## src/rtl/multichan_link.sv

```systemverilog
// multichan_link: multiplexes 2**CHANNEL_BIT fixed-width message channels over one byte UART link.
// Define MULTICHAN_LINK_RR_EN for round-robin TX arbitration; by default the lowest channel wins.

module multichan_link_fifo #(
    parameter int WIDTH = 8,
    parameter int DEPTH = 4
) (
    input  logic             CLK,
    input  logic             RST,
    input  logic             push,
    input  logic             pop,
    input  logic [WIDTH-1:0] wdata,
    output logic [WIDTH-1:0] rdata,
    output logic             empty,
    output logic             full
);
    localparam int AW = (DEPTH > 1) ? $clog2(DEPTH) : 1;

    logic [WIDTH-1:0] mem [DEPTH];
    logic [AW-1:0]    wr_ptr;
    logic [AW-1:0]    rd_ptr;
    logic [AW:0]      count;
    logic             do_push;
    logic             do_pop;

    assign do_push = push && !full;
    assign do_pop  = pop && !empty;
    assign empty   = (count == '0);
    assign full    = (count == (AW+1)'(DEPTH));
    assign rdata   = mem[rd_ptr];

    // NOTE: registers update with <= so every flop samples pre-edge values regardless of statement order.
    always_ff @(posedge CLK or posedge RST) begin
        if (RST) begin
            wr_ptr <= '0;
            rd_ptr <= '0;
            count  <= '0;
        end else begin
            if (do_push) wr_ptr <= wr_ptr + 1'b1;
            if (do_pop)  rd_ptr <= rd_ptr + 1'b1;
            count <= count + {{AW{1'b0}}, do_push} - {{AW{1'b0}}, do_pop};
        end
    end

    // NOTE: storage is deliberately not reset; count/pointers define validity and this keeps it RAM-mappable.
    always_ff @(posedge CLK) begin
        if (do_push) mem[wr_ptr] <= wdata;
    end
endmodule

module multichan_link #(
    parameter int CHANNEL_BIT = 1,
    parameter int MESSAGE_BIT = 72,
    parameter int LENGTH_BIT  = 5,
    parameter int FIFO_DEPTH  = 4
) (
    input  logic                                CLK,
    input  logic                                RST,
    output logic                                send_flag,
    output logic [7:0]                          send_data,
    output logic                                recv_flag,
    input  logic [7:0]                          recv_data,
    input  logic                                sendable,
    input  logic                                recvable,
    input  logic [2**CHANNEL_BIT-1:0]           read_flag,
    output logic [LENGTH_BIT+MESSAGE_BIT-1:0]   read_data,
    input  logic [2**CHANNEL_BIT-1:0]           write_flag,
    input  logic [LENGTH_BIT+MESSAGE_BIT-1:0]   write_data,
    output logic [2**CHANNEL_BIT-1:0]           readable,
    output logic [2**CHANNEL_BIT-1:0]           writable
);
    localparam int NCH      = 2**CHANNEL_BIT;
    localparam int MAXLEN   = MESSAGE_BIT / 8;
    localparam int WORD_BIT = LENGTH_BIT + MESSAGE_BIT;

    typedef enum logic {RX_HDR, RX_BODY} rx_state_t;
    typedef enum logic [1:0] {TX_IDLE, TX_HDR, TX_BODY} tx_state_t;

    logic [NCH-1:0]      rx_push, rx_pop, rx_empty, rx_full;
    logic [NCH-1:0]      tx_pop, tx_empty, tx_full;
    logic [WORD_BIT-1:0] rx_rdata [NCH];
    logic [WORD_BIT-1:0] tx_rdata [NCH];
    logic [WORD_BIT-1:0] rx_word, tx_word, tx_head;

    // ---------------- receive parser ----------------
    rx_state_t              rx_state;
    logic [2:0]             rx_ch;
    logic [4:0]             rx_len, rx_cnt;
    logic [MESSAGE_BIT-1:0] rx_payload, rx_next_payload;
    logic [2:0]             rx_done_ch;
    logic [4:0]             rx_done_len;
    logic                   rx_done, rx_accept;

    // The UART RX FIFO is first-word-fall-through, so every offered byte is taken immediately.
    assign recv_flag = recvable && !RST;

    always_comb begin
        // NOTE: every always_comb output gets a default first so no path can infer a latch.
        rx_done         = 1'b0;
        rx_done_ch      = rx_ch;
        rx_done_len     = rx_len;
        rx_next_payload = rx_payload;
        for (int j = 0; j < MAXLEN; j++) begin
            if (rx_cnt == 5'(j)) rx_next_payload[8*j +: 8] = recv_data;
        end
        if (recvable) begin
            if (rx_state == RX_HDR) begin
                rx_done_ch      = recv_data[7:5];
                rx_done_len     = recv_data[4:0];
                rx_next_payload = '0;
                rx_done         = (recv_data[4:0] == 5'd0);
            end else begin
                rx_done = (rx_cnt == rx_len - 5'd1);
            end
        end
    end

    // Oversized or misaddressed frames are still parsed to stay in sync, just never stored.
    assign rx_accept = rx_done && (int'(rx_done_ch) < NCH) && (rx_done_len <= 5'(MAXLEN))
                       && !rx_full[rx_done_ch[CHANNEL_BIT-1:0]];
    assign rx_word   = {LENGTH_BIT'(rx_done_len), rx_next_payload};

    always_ff @(posedge CLK or posedge RST) begin
        if (RST) begin
            rx_state   <= RX_HDR;
            rx_ch      <= '0;
            rx_len     <= '0;
            rx_cnt     <= '0;
            rx_payload <= '0;
        end else if (recvable) begin
            case (rx_state)
                RX_HDR: begin
                    rx_ch      <= recv_data[7:5];
                    rx_len     <= recv_data[4:0];
                    rx_cnt     <= '0;
                    rx_payload <= '0;
                    if (recv_data[4:0] != 5'd0) rx_state <= RX_BODY;
                end
                default: begin
                    rx_payload <= rx_next_payload;
                    rx_cnt     <= rx_cnt + 5'd1;
                    if (rx_done) rx_state <= RX_HDR;
                end
            endcase
        end
    end

    // ---------------- read side ----------------
    logic [CHANNEL_BIT-1:0] rd_sel;
    logic                   rd_any;

    always_comb begin
        rd_sel  = '0;
        rd_any  = 1'b0;
        rx_push = '0;
        rx_pop  = '0;
        for (int i = NCH - 1; i >= 0; i--) begin
            if (!rx_empty[i]) begin
                rd_sel = CHANNEL_BIT'(i);
                rd_any = 1'b1;
            end
        end
        for (int i = 0; i < NCH; i++) begin
            rx_push[i] = rx_accept && (rx_done_ch[CHANNEL_BIT-1:0] == CHANNEL_BIT'(i));
            rx_pop[i]  = rd_any && (rd_sel == CHANNEL_BIT'(i)) && read_flag[i];
        end
    end

    assign read_data = rd_any ? rx_rdata[rd_sel] : '0;
    assign readable  = ~rx_empty;
    assign writable  = ~tx_full;

    // ---------------- transmit queueing and arbitration ----------------
    logic [LENGTH_BIT-1:0]  wr_len;
    logic [CHANNEL_BIT-1:0] tx_sel;
    logic                   tx_any;

    assign wr_len  = write_data[WORD_BIT-1 -: LENGTH_BIT];
    assign tx_word = {(wr_len > LENGTH_BIT'(MAXLEN)) ? LENGTH_BIT'(MAXLEN) : wr_len,
                      write_data[MESSAGE_BIT-1:0]};
    assign tx_head = tx_rdata[tx_sel];

`ifdef MULTICHAN_LINK_RR_EN
    logic [CHANNEL_BIT-1:0] tx_last, tx_cand;

    // Search starts just after the last served channel; that channel itself comes last.
    always_comb begin
        tx_sel  = '0;
        tx_any  = 1'b0;
        tx_cand = '0;
        for (int k = NCH; k >= 1; k--) begin
            tx_cand = tx_last + CHANNEL_BIT'(k);
            if (!tx_empty[tx_cand]) begin
                tx_sel = tx_cand;
                tx_any = 1'b1;
            end
        end
    end
`else
    always_comb begin
        tx_sel = '0;
        tx_any = 1'b0;
        for (int i = NCH - 1; i >= 0; i--) begin
            if (!tx_empty[i]) begin
                tx_sel = CHANNEL_BIT'(i);
                tx_any = 1'b1;
            end
        end
    end
`endif

    // ---------------- serializer ----------------
    tx_state_t              tx_state;
    logic [CHANNEL_BIT-1:0] tx_ch;
    logic [4:0]             tx_len, tx_cnt;
    logic [MESSAGE_BIT-1:0] tx_shift;

    always_comb begin
        tx_pop = '0;
        for (int i = 0; i < NCH; i++) begin
            tx_pop[i] = (tx_state == TX_IDLE) && sendable && tx_any && (tx_sel == CHANNEL_BIT'(i));
        end
    end

    always_ff @(posedge CLK or posedge RST) begin
        if (RST) begin
            tx_state  <= TX_IDLE;
            tx_ch     <= '0;
            tx_len    <= '0;
            tx_cnt    <= '0;
            tx_shift  <= '0;
            send_flag <= 1'b0;
            send_data <= '0;
`ifdef MULTICHAN_LINK_RR_EN
            tx_last   <= CHANNEL_BIT'(NCH - 1);
`endif
        end else begin
            send_flag <= 1'b0;
            case (tx_state)
                TX_IDLE: begin
                    if (sendable && tx_any) begin
                        tx_ch    <= tx_sel;
                        tx_len   <= 5'(tx_head[WORD_BIT-1 -: LENGTH_BIT]);
                        tx_shift <= tx_head[MESSAGE_BIT-1:0];
                        tx_state <= TX_HDR;
`ifdef MULTICHAN_LINK_RR_EN
                        tx_last  <= tx_sel;
`endif
                    end
                end
                TX_HDR: begin
                    if (sendable) begin
                        send_flag <= 1'b1;
                        send_data <= {3'(tx_ch), tx_len};
                        tx_cnt    <= '0;
                        tx_state  <= (tx_len == 5'd0) ? TX_IDLE : TX_BODY;
                    end
                end
                default: begin
                    if (sendable) begin
                        send_flag <= 1'b1;
                        send_data <= tx_shift[7:0];
                        tx_shift  <= tx_shift >> 8;
                        tx_cnt    <= tx_cnt + 5'd1;
                        if (tx_cnt == tx_len - 5'd1) tx_state <= TX_IDLE;
                    end
                end
            endcase
        end
    end

    // ---------------- per-channel message FIFOs ----------------
    for (genvar g = 0; g < NCH; g++) begin : g_chan
        multichan_link_fifo #(.WIDTH(WORD_BIT), .DEPTH(FIFO_DEPTH)) u_rx_fifo (
            .CLK   (CLK),
            .RST   (RST),
            .push  (rx_push[g]),
            .pop   (rx_pop[g]),
            .wdata (rx_word),
            .rdata (rx_rdata[g]),
            .empty (rx_empty[g]),
            .full  (rx_full[g])
        );
        multichan_link_fifo #(.WIDTH(WORD_BIT), .DEPTH(FIFO_DEPTH)) u_tx_fifo (
            .CLK   (CLK),
            .RST   (RST),
            .push  (write_flag[g]),
            .pop   (tx_pop[g]),
            .wdata (tx_word),
            .rdata (tx_rdata[g]),
            .empty (tx_empty[g]),
            .full  (tx_full[g])
        );
    end
endmodule

```

## config.mk

```make
export PLATFORM = sky130hd
export DESIGN_NAME = multichan_link
export DESIGN_NICKNAME = d
export VERILOG_FILES = /design/src/rtl/multichan_link.sv
export SDC_FILE = /design/constraint.sdc
export NUM_CORES = 1
export LEC_CHECK = 0
export ABC_CLOCK_PERIOD_IN_PS = 9100
export CAP_MARGIN = 20
export CELL_PAD_IN_SITES_DETAIL_PLACEMENT = 0
export CELL_PAD_IN_SITES_GLOBAL_PLACEMENT = 2
export CORE_MARGIN = 10
export CORE_UTILIZATION = 48
export DETAILED_ROUTE_END_ITERATION = 7
export GPL_TIMING_DRIVEN = 0
export PLACE_DENSITY = 0.81
export SLEW_MARGIN = 20
export SYNTH_ARGS = -nofsm -noshare
export SYNTH_HDL_FRONTEND = slang
export SYNTH_SLANG_ARGS = --single-unit
```

## constraint.sdc

```tcl
create_clock -name CLK -period 9.1 [get_ports CLK]
set_input_delay 1.365 -clock CLK [delete_from_list [all_inputs] [get_ports CLK]]
set_output_delay 1.365 -clock CLK [all_outputs]
set_load 0.03 [all_outputs]
```

==> run metrics <==
status=finished clean; final worst slack=3.28 ns; count leader, synth=edfxtp_1; dpl hpwl=a little under 90 mm; core footprint=117000 um^2; leakage=0.0222 uW; 1st-iter DRT viols=roughly 3000; largest net degree at the start of global routing=between 100 and 150; RSZ-0062 raised after global routing=no; Reg power frac=0.409; FFs w/ async S/R, synth=0.144; GRT Total Usage=0.210; Worst Hold Launch=tx_shift[2]$_DFFE_PP0P_; Critical Path AT=4.46 ns; delay-heaviest family, CP=buffers and inverters; PostCTS Resize Cnt=0; starting density of the core=0.485; worst hold slack=0.480 ns; post-synthesis register bit count=between 1000 and 1500; area grow syn2layout=16.9%; Buf+Inv Stages, Crit Path=4; Inserted Clock Buffers=around 150; Die H=around 360 um; Synth area leaders=edfxtp_1 65%, mux4_2 12%, dfrtp_1 9.2%; TritonCTS clock tree=yes; Die W=363 um; initial antenna violation count=20; Max Cap Violations=0; Max FO, Critical Path=10; Setup TNS=0 ns; final-stage net count=between 3000 and 4000; drc violations=0; DR WL/cell=between 20 and 30 um; Max Clock Skew=roughly 0.032 ns; CTS H-tree lvls=4; Cells after Synth=2981; vias in the first global route=31400; worst reg2reg startpoint=g_chan[0].u_tx_fifo.count[1]$_DFF_PP0_; GRT overflow=0; CP Launch Type=register; Yosys warning count=0; dpl ws=4.02 ns; Slew @ Worst Pin=1.08 ns; part of the power in combinational logic=0.330; Crit Path Class=register to output pin; P_int=between 15000 and 20000 uW; vias per cell=5.90; clk buf depth=3; WP data required=7.74 ns; # IOs=184; slowest CP cell=clkdlybuf4s50_1; CP peak stage delay=0.90 ns; Post-synth EDFFs=around 1200; DP Area=between 60000 and 70000 um^2; Max Transition Viols Final=0; post-route minimum period=5.82 ns; postcts setup bufs=0; critical path, cell by cell=or3_1, clkbuf_1, nor2b_1, clkbuf_1, clkbuf_1, a22o_1, clkdlybuf4s50_1; DRT antenna net count=0; Root Buffer=clkbuf_16; Post-CTS Hold Buffers=0; Hold Crit Class=register to register; total die area=132000 um^2; Clk pin slew, worst setup/hold paths=0.06 ns; clk_lat worst skew=approximately 0.75 ns; clock share of power=0.261; peak supply drop=0.209 mV; Core Rows=125; most frequent CP cell=clkbuf_1; synthesized cell area=around 57000 um^2; Routability Congestion=roughly 0.83; via count=29500; Sw Share=0.326; Final Hold Fails=0; Max Fclk=172 MHz; First-pass DRT Iterations=5; crit path capture type=output pin; Final Instance Area=66100 um^2; share of layout cells above drive strength 1=0.198; Synth Area per Inst=about 19 um^2; Synth area leader=edfxtp_1; final-report setup violation count=0; area share of the largest cell type after synthesis=0.654; Post-synth top flop=edfxtp_1; WL final=138 mm; Final period util=0.640; Synth top cells by count=1232 x edfxtp_1, 308 x mux4_2, 253 x nand2_1; Seq/Total Area, Yosys=0.746; input/output buffers=183; Netlist cell types=55; Sink Count=between 1000 and 1500; Fillers=slightly below 9000; global-route wire length before repair=205 mm; pwr dens=341 nW/um^2; worst rel slew slack=0.272; Critical Path Source=g_chan[0].u_rx_fifo.count[1]$_DFF_PP0_; P_sw=7340 uW
-- layout by cell type, fill, tap and decap left out, types with 32 or more instances in the layout --
cell type / instances
a22o_1: 145
edfxtp_1: 1232
mux4_2: 308
buf_16: 32
buf_2: 41
mux2_2: 64
clkdlybuf4s50_1: 183
inv_1: 49
o21ai_1: 66
clkbuf_1: 158
dfrtp_1: 208
nand2_1: 253
a22oi_1: 63
nor2_1: 37
clkinv_1: 35
o21ai_0: 77
clkbuf_16: 151
a21oi_1: 81
-- kinds of logic after synthesis --
kind of cell | Yosys count | synth area share
flops | 1440 | 0.746
compound gates | 469 | 0.0558
mux | 396 | 0.140
simple gates | 367 | 0.0282
buf+inv | 238 | 0.0168
fa+ha+maj | 35 | 0.00827
xor+xnor | 35 | 0.00542
other cells | 1 | 0.0000663
-- layout make-up --
class	instances	area [um^2]	area share
clock buffer	189	3960	0.0599
clock inverter	85	791	0.0120
sequential	1440	42200	0.638
tap	1524	1910	0.0288
multi-input combinational	1310	13500	0.204
timing repair buffer	220	2780	0.0421
inverter	52	203	0.00306
antenna	3	7.51	0.000114
buffer	186	763	0.0115
-- sequential cells by signal, indices dropped and copies added (netlist names), 2 cells and up --
signal                   count
g_chan.u_rx_fifo.rd_ptr      4
rx_cnt                       5
send_data                    8
g_chan.u_tx_fifo.wr_ptr      4
g_chan.u_tx_fifo.rd_ptr      4
g_chan.u_rx_fifo.wr_ptr      4
tx_cnt                       5
tx_len                       5
g_chan.u_tx_fifo.count       6
g_chan.u_rx_fifo.count       6
g_chan.u_tx_fifo.mem       616
rx_ch                        3
tx_shift                    72
g_chan.u_rx_fifo.mem       616
tx_state                     2
rx_payload                  72
rx_len                       5
-- stage by stage --
stage | utilization | total power (uW) | instances
3_5_place_dp | 0.526 | 16900 | 4729
5_1_grt | 0.567 | 23600 | 5007
6_report | 0.567 | 22500 | 5009
2_1_floorplan | - | 14000 | 2988
4_1_cts | 0.566 | 22800 | 5003
3_3_place_gp | 0.517 | 16600 | 4695
-- per-layer routing --
layer,wire length [um],track usage,vias to the layer above
met4,3420,0.0629,32
li1,-,-,12700
met1,54500,0.268,15500
met3,9670,0.0469,250
met5,189,0,-
met2,70600,0.357,1028
-- power groups by stage --
stage          Combinational, uW  Sequential, uW  Clock (uW)
2_1_floorplan               4780            9250           0
3_3_place_gp                7190            9390           0
3_5_place_dp                7530            9340           0
4_1_cts                     7570            9210        6000
5_1_grt                     8030            9290        6290
6_report                    7430            9220        5890
-- worst reg2reg max path: stages, from the launching register on --
cell	delay (ns)
dfrtp_1	0.43
nor3_1	0.56
nor2b_1	0.20
buf_2	0.35
buf_2	0.41
buf_2	0.41
nand2_1	0.20
inv_1	0.12
ha_1	0.24
inv_1	0.06
ha_1	0.13
inv_1	0.05
fa_1	0.40
xnor2_1	0.18
xnor2_1	0.14
-- path summary, 6_finish.rpt --
check                                                          to  slack, ns  cells after the start
hold reg to reg                           tx_shift[2]$_DFFE_PP0P_       0.48                      1
min in group asynchronous              rx_payload[53]$_DFFE_PP0P_       1.12                      2
max in group asynchronous                 tx_shift[3]$_DFFE_PP0P_       7.06                      3
setup reg to reg           g_chan[1].u_tx_fifo.count[2]$_DFF_PP0_       5.15                     14
setup / recovery                                    read_data[32]       3.28                      7
hold / removal                            tx_shift[2]$_DFFE_PP0P_       0.48                      1
Note: power is estimated with default switching activity, not from simulation.
